## src/rtl/arbiter_rr_nx1.sv

```systemverilog
// Round-robin N-to-1 bus arbiter with atomic-sequence locking; optional slave-ack timeout under ARB_TIMEOUT_EN.
// Latency: one cycle from request to grant; slave signals and the master return path are combinational while granted.
// Backpressure: the granted master is held until the slave acks, the master withdraws, or the timeout fires.
module arbiter_rr_nx1 #(
    parameter int N_MASTERS = 4,
    parameter int ID_W      = $clog2(N_MASTERS),
    parameter int LOCK_MAX  = 16,
    parameter int TIMEOUT   = 255
) (
    input  logic                      i_clk,
    input  logic                      i_rst,
    input  logic [N_MASTERS-1:0]      i_bus_en,
    input  logic [N_MASTERS-1:0]      i_wr_rd,
    input  logic [32*N_MASTERS-1:0]   i_wr_data,
    input  logic [32*N_MASTERS-1:0]   i_addr,
    input  logic [4*N_MASTERS-1:0]    i_byte_en,
    input  logic [N_MASTERS-1:0]      i_atomic,
    input  logic [7*N_MASTERS-1:0]    i_operation,
    output logic [N_MASTERS-1:0]      o_ack,
    output logic [32*N_MASTERS-1:0]   o_rd_data,
    input  logic                      i_ack,
    input  logic [31:0]               i_rd_data,
    output logic                      o_bus_en,
    output logic                      o_wr_en,
    output logic                      o_atomic,
    output logic [31:0]               o_wr_data,
    output logic [31:0]               o_addr,
    output logic [3:0]                o_byte_en,
    output logic [6:0]                o_operation,
    output logic [ID_W-1:0]           o_id,
    output logic                      o_timeout
);

    localparam int LCW = $clog2(LOCK_MAX + 1);

    typedef enum logic [1:0] {ST_IDLE, ST_GRANT, ST_LOCK} state_t;

    typedef struct packed {
        logic        wr;
        logic        atomic;
        logic [6:0]  op;
        logic [3:0]  be;
        logic [31:0] addr;
        logic [31:0] wdat;
    } req_t;

    state_t          state, state_nxt;
    logic [ID_W-1:0] grant, grant_nxt;
    logic [ID_W-1:0] last, last_nxt;
    logic [LCW-1:0]  lock_cnt, lock_nxt;
    logic            win_vld;
    logic [ID_W-1:0] win_id;
    logic [ID_W-1:0] cand;
    logic            tmo_hit;
    req_t            req_a [N_MASTERS];
    req_t            sel;

    for (genvar k = 0; k < N_MASTERS; k++) begin : g_req
        assign req_a[k] = {i_wr_rd[k], i_atomic[k], i_operation[7*k +: 7],
                           i_byte_en[4*k +: 4], i_addr[32*k +: 32], i_wr_data[32*k +: 32]};
    end
    assign sel = req_a[grant];

    // Rotating priority: search starts just after the last master served.
    always_comb begin
        win_vld = 1'b0;
        win_id  = '0;
        cand    = '0;
        for (int i = 0; i < N_MASTERS; i++) begin
            cand = ID_W'((int'(last) + 1 + i) % N_MASTERS);
            if (!win_vld && i_bus_en[cand]) begin
                win_vld = 1'b1;
                win_id  = cand;
            end
        end
    end

`ifdef ARB_TIMEOUT_EN
    logic [15:0] tmo_cnt;

    always_ff @(posedge i_clk or negedge i_rst) begin
        if (!i_rst)
            tmo_cnt <= '0;
        else if (state != ST_GRANT)
            tmo_cnt <= '0;
        else if (!i_ack)
            tmo_cnt <= tmo_cnt + 16'd1;
    end

    assign tmo_hit = (state == ST_GRANT) && i_bus_en[grant] && !i_ack &&
                     (tmo_cnt == 16'(TIMEOUT - 1));
`else
    assign tmo_hit = 1'b0;
`endif

    always_ff @(posedge i_clk or negedge i_rst) begin
        if (!i_rst) begin
            state    <= ST_IDLE;
            grant    <= '0;
            last     <= ID_W'(N_MASTERS - 1);
            lock_cnt <= '0;
        end else begin
            state    <= state_nxt;
            grant    <= grant_nxt;
            last     <= last_nxt;
            lock_cnt <= lock_nxt;
        end
    end

    always_comb begin
        state_nxt = state;
        grant_nxt = grant;
        last_nxt  = last;
        lock_nxt  = lock_cnt;
        case (state)
            ST_IDLE: begin
                if (win_vld) begin
                    grant_nxt = win_id;
                    state_nxt = ST_GRANT;
                end
            end
            ST_GRANT: begin
                if (i_ack) begin
                    last_nxt = grant;
                    if (i_atomic[grant]) begin
                        state_nxt = ST_LOCK;
                        lock_nxt  = '0;
                    end else begin
                        state_nxt = ST_IDLE;
                    end
                end else if (!i_bus_en[grant]) begin
                    state_nxt = ST_IDLE;
                end else if (tmo_hit) begin
                    last_nxt  = grant;
                    state_nxt = ST_IDLE;
                end
            end
            ST_LOCK: begin
                // The locked master keeps the bus; everyone else waits.
                if (i_bus_en[grant])
                    state_nxt = ST_GRANT;
                else if (!i_atomic[grant] || lock_cnt == LCW'(LOCK_MAX - 1))
                    state_nxt = ST_IDLE;
                else
                    lock_nxt = lock_cnt + LCW'(1);
            end
            default: state_nxt = ST_IDLE;
        endcase
    end

    always_comb begin
        o_bus_en    = 1'b0;
        o_wr_en     = 1'b0;
        o_atomic    = 1'b0;
        o_wr_data   = '0;
        o_addr      = '0;
        o_byte_en   = '0;
        o_operation = '0;
        o_id        = '0;
        if (state == ST_GRANT) begin
            o_bus_en    = i_bus_en[grant] & ~i_ack & ~tmo_hit;
            o_wr_en     = sel.wr;
            o_atomic    = sel.atomic;
            o_wr_data   = sel.wdat;
            o_addr      = sel.addr;
            o_byte_en   = sel.be;
            o_operation = sel.op;
            o_id        = grant;
        end
    end

    assign o_timeout = tmo_hit;

    for (genvar k = 0; k < N_MASTERS; k++) begin : g_ret
        logic own;
        assign own                  = (state == ST_GRANT) && (grant == ID_W'(k));
        assign o_ack[k]             = own & (i_ack | tmo_hit);
        assign o_rd_data[32*k +: 32] = !own   ? 32'h0 :
                                       tmo_hit ? 32'hDEADBEEF : i_rd_data;
    end

endmodule

```

## config.mk

```make
export PLATFORM = sky130hd
export DESIGN_NAME = arbiter_rr_nx1
export DESIGN_NICKNAME = d
export VERILOG_FILES = /design/src/rtl/arbiter_rr_nx1.sv
export SDC_FILE = /design/constraint.sdc
export NUM_CORES = 1
export LEC_CHECK = 0
export ABC_AREA = 1
export BUFFER_PORTS_ARGS = -buffer_cell sky130_fd_sc_hd__buf_2
export CAP_MARGIN = 20
export CORE_AREA = 2 2 216 218
export DETAILED_ROUTE_END_ITERATION = 10
export DIE_AREA = 0 0 218 220
export PLACE_DENSITY_LB_ADDON = 0.08
export SETUP_SLACK_MARGIN = 0.2
export SLEW_MARGIN = 10
export SYNTH_ARGS = -nofsm -noshare
export SYNTH_HDL_FRONTEND = slang
export SYNTH_SLANG_ARGS = --single-unit
```

## constraint.sdc

```tcl
create_clock -name i_clk -period 2.84 [get_ports i_clk]
set_input_delay 0.142 -clock i_clk [delete_from_list [all_inputs] [get_ports i_clk]]
set_output_delay 0.142 -clock i_clk [all_outputs]
set_load 0.02 [all_outputs]
```

==> run_results.csv <==
group,metric,value,unit
run_status,status,"complete, no violations",
worst_setup_path,end_kind,"output pin",
job,drv_cap,0,
final_layout,design_area,7410,um^2
global_routing,overflow,0,
yosys,synth_seq_cells,11,
clocking,cts_root_buf,"clkbuf_16",
timing,tightest_slew,565,ps
worst_setup_path,start_kind,"flip-flop",
clocking,cts_tree,"built",
die,die_w,218,um
clocking,cts_num_sinks,11,
power_and_ir_drop,p_per_area,901,nW/um^2
global_routing,grt_max_degree,76,
power_and_ir_drop,p_total,6.68,mW
die,die_area,48000,um^2
drt,drtIter0Drc,236,
final_layout,area_delta_synth_final,93.4,%
worst_setup_path,cp-startpoint,"grant[1]",
place,hpwl,24.9,mm
final_layout,nets,1707,
drt,via_per_inst,3.71,
drt,wl_per_cell,15.5,um
die,initial_core_util,8.36,%
global_routing,grt_pass1_vias,6800,
timing,slew-limit-headroom,62.3,%
timing,fmax,453,MHz
drt,dr_total_vias,7315,
clocking,clock_latency,240,ps
power_and_ir_drop,peakVddDrop,0.448,mV
timing,rsz0062_at_grt,"no",
worst_setup_path,reg2reg_setup_slack,900,ps
die,core.rowCount,79,
global_routing,antenna_found_initial,9,
drt,ant_nets,0,
power_and_ir_drop,p_leak,4.31,nW
timing,timing.final.hold_violations,0,
yosys,avgSynthCellArea,4.57,um^2
yosys,synth_ff_type,"dfrtp_1",
yosys,netlist.area_leader.share,28.9,%
timing,worst_clock_skew,4.88,ps
yosys,syn-cell-area,3830,um^2
yosys,ys_warn_count,0,
timing,setup_tns,0,ps
worst_setup_path,critical_path_required,2700,ps
yosys,netlist_top_cells_count,"295 x nor2_1, 215 x nand2_1, 80 x o21ai_0, 77 x a31oi_1, 55 x inv_1",
die,core,45900,um^2
yosys,synth_fp_nets,1188,
worst_setup_path,worstPathArrival,2060,ps
place,post_dp_cell_area,7310,um^2
worst_setup_path,rr_worst_depth,9,
worst_setup_path,path_max_fanout,32,
final_layout,seqCellArea,282,um^2
drt,drt_wl_total,30.5,mm
global_routing,grt_pass1_wl,41.9,mm
min_path,hp-class,"input port to asynchronous set/reset pin",
yosys,synth.area.top_cells,"nor2_1 29%, nand2_1 21%, a31oi_1 13%",
timing,maxSlewViolCount,0,
drt,drc,0,
timing,setup_violations,0,
clocking,clkTransAtPathRegs,50,ps
die,io_pins,560,
worst_setup_path,critical_path_class,"flip-flop to output pin",
drt,first_pass_iters,4,
place,io_buffers,558,
worst_setup_path,timing.rr.end,"lock_cnt[0]",
global_routing,track_usage,11.4,%
final_layout,fillers,5509,
yosys,async_flop_share,100,%
clocking,cts.path.max_buffers,2,
timing,post-route-period-util,77.7,%
final_layout,fin_util,16.2,%
yosys,synth.most_common_cell,"nor2_1",
clocking,htree_num_levels,1,
yosys,netlist_instances,839,
clocking,numCtsBuffers,3,
worst_setup_path,rr_startpoint,"grant[1]",
yosys,synth_largest_area_cell,"nor2_1",
yosys,yosysSeqAreaShare,7.25,%
timing,fin_crit,2210,ps
final_layout,multi_input_area,3050,um^2
die,die_h,220,um
place,gp_congestion,0.784,
yosys,synth_cell_types,27,
yosys,synth_edf_count,0,
clocking,cts_setup_buffers,0,
final_layout,layout-drive-gt1-share,44.1,%
## layer usage
metal | share of wire, % | GRT usage, % | vias up
met4 | 0.55 | 0.930 | 4
met2 | 53 | 22.4 | 333
met1 | 38 | 12.5 | 3256
met3 | 8.0 | 3.11 | 14
li1 | - | - | 3708
met5 | 0.069 | 0 | -
## per-stage QoR
step | hold WS [ps] | setup slack [ps] | instances
after global routing | 381 | 439 | 1966
after detailed placement | 44.8 | 774 | 1959
after CTS | 350 | 511 | 1964
after floorplan | -154 | 1020 | 839
final | 343 | 634 | 1971
after global placement | 57.8 | 768 | 1959
## sequential cells by signal (all words and copies together), names as in the netlist
signal / count
grant: 2
last: 2
lock_cnt: 5
state: 2
## final cells by class
type,count,area share [%]
Timing Repair Buffer,577,40.5
Clock buffer,4,1.06
Antenna cell,7,0.236
Tap cell,607,10.2
Sequential cell,11,3.80
Inverter,60,3.09
Multi-Input combinational cell,705,41.1
## cell families after synthesis
| group | synth area share, % |
|---|---|
| buffers and inverters | 13.5 |
| adder cells (fa/ha/maj) | 0.653 |
| flip-flops | 7.25 |
| AO/OA/AOI/OAI | 24.6 |
| AND/OR/NAND/NOR | 53.7 |
| other | 0.0978 |
| XOR/XNOR | 0.229 |
## how the worst max path moves through the flow
stage / to / slack (ps) / cells after the start
after floorplan: o_rd_data[65] / 1020 / 6
after global placement: o_operation[6] / 770 / 5
after detailed placement: o_operation[6] / 770 / 5
after CTS: o_operation[6] / 510 / 5
after global routing: o_operation[3] / 440 / 7
final: o_operation[3] / 630 / 7
## power breakdown
| group | switching [mW] | internal, mW |
|---|---|---|
| Clock | 0.0809 | 0.190 |
| Combinational | 4.26 | 1.85 |
| Sequential | 0.0795 | 0.218 |
| Total | 4.42 | 2.25 |
## critical path: stages, from the launching register on
cell and delay (ps):
dfrtp_1 460, clkinv_2 110, nand2_1 60, inv_2 330, buf_12 240, nand2_1 70, a31oi_1 290, buf_2 250
## what timing repair did
action / 4_1_cts / 5_1_grt
endpoints found under the hold margin: 9 / 0
endpoints found under the setup margin: 0 / 0
resized for setup: 0 / 0
hold buffers: 1 / 0
## cell usage in the layout (no fill, tap or decap), types with 4 or more instances in the layout
master	netlist	layout
diode_2	0	7
buf_4	6	13
nor2_4	3	4
buf_2	18	558
buf_12	0	5
nand2_1	215	215
o21ai_0	80	80
dfrtp_1	9	8
o21ai_1	9	9
inv_1	55	54
a31oi_1	77	77
inv_2	4	4
nor2_1	295	294
nand3_1	11	11
Power figures use the tool's default switching activity.
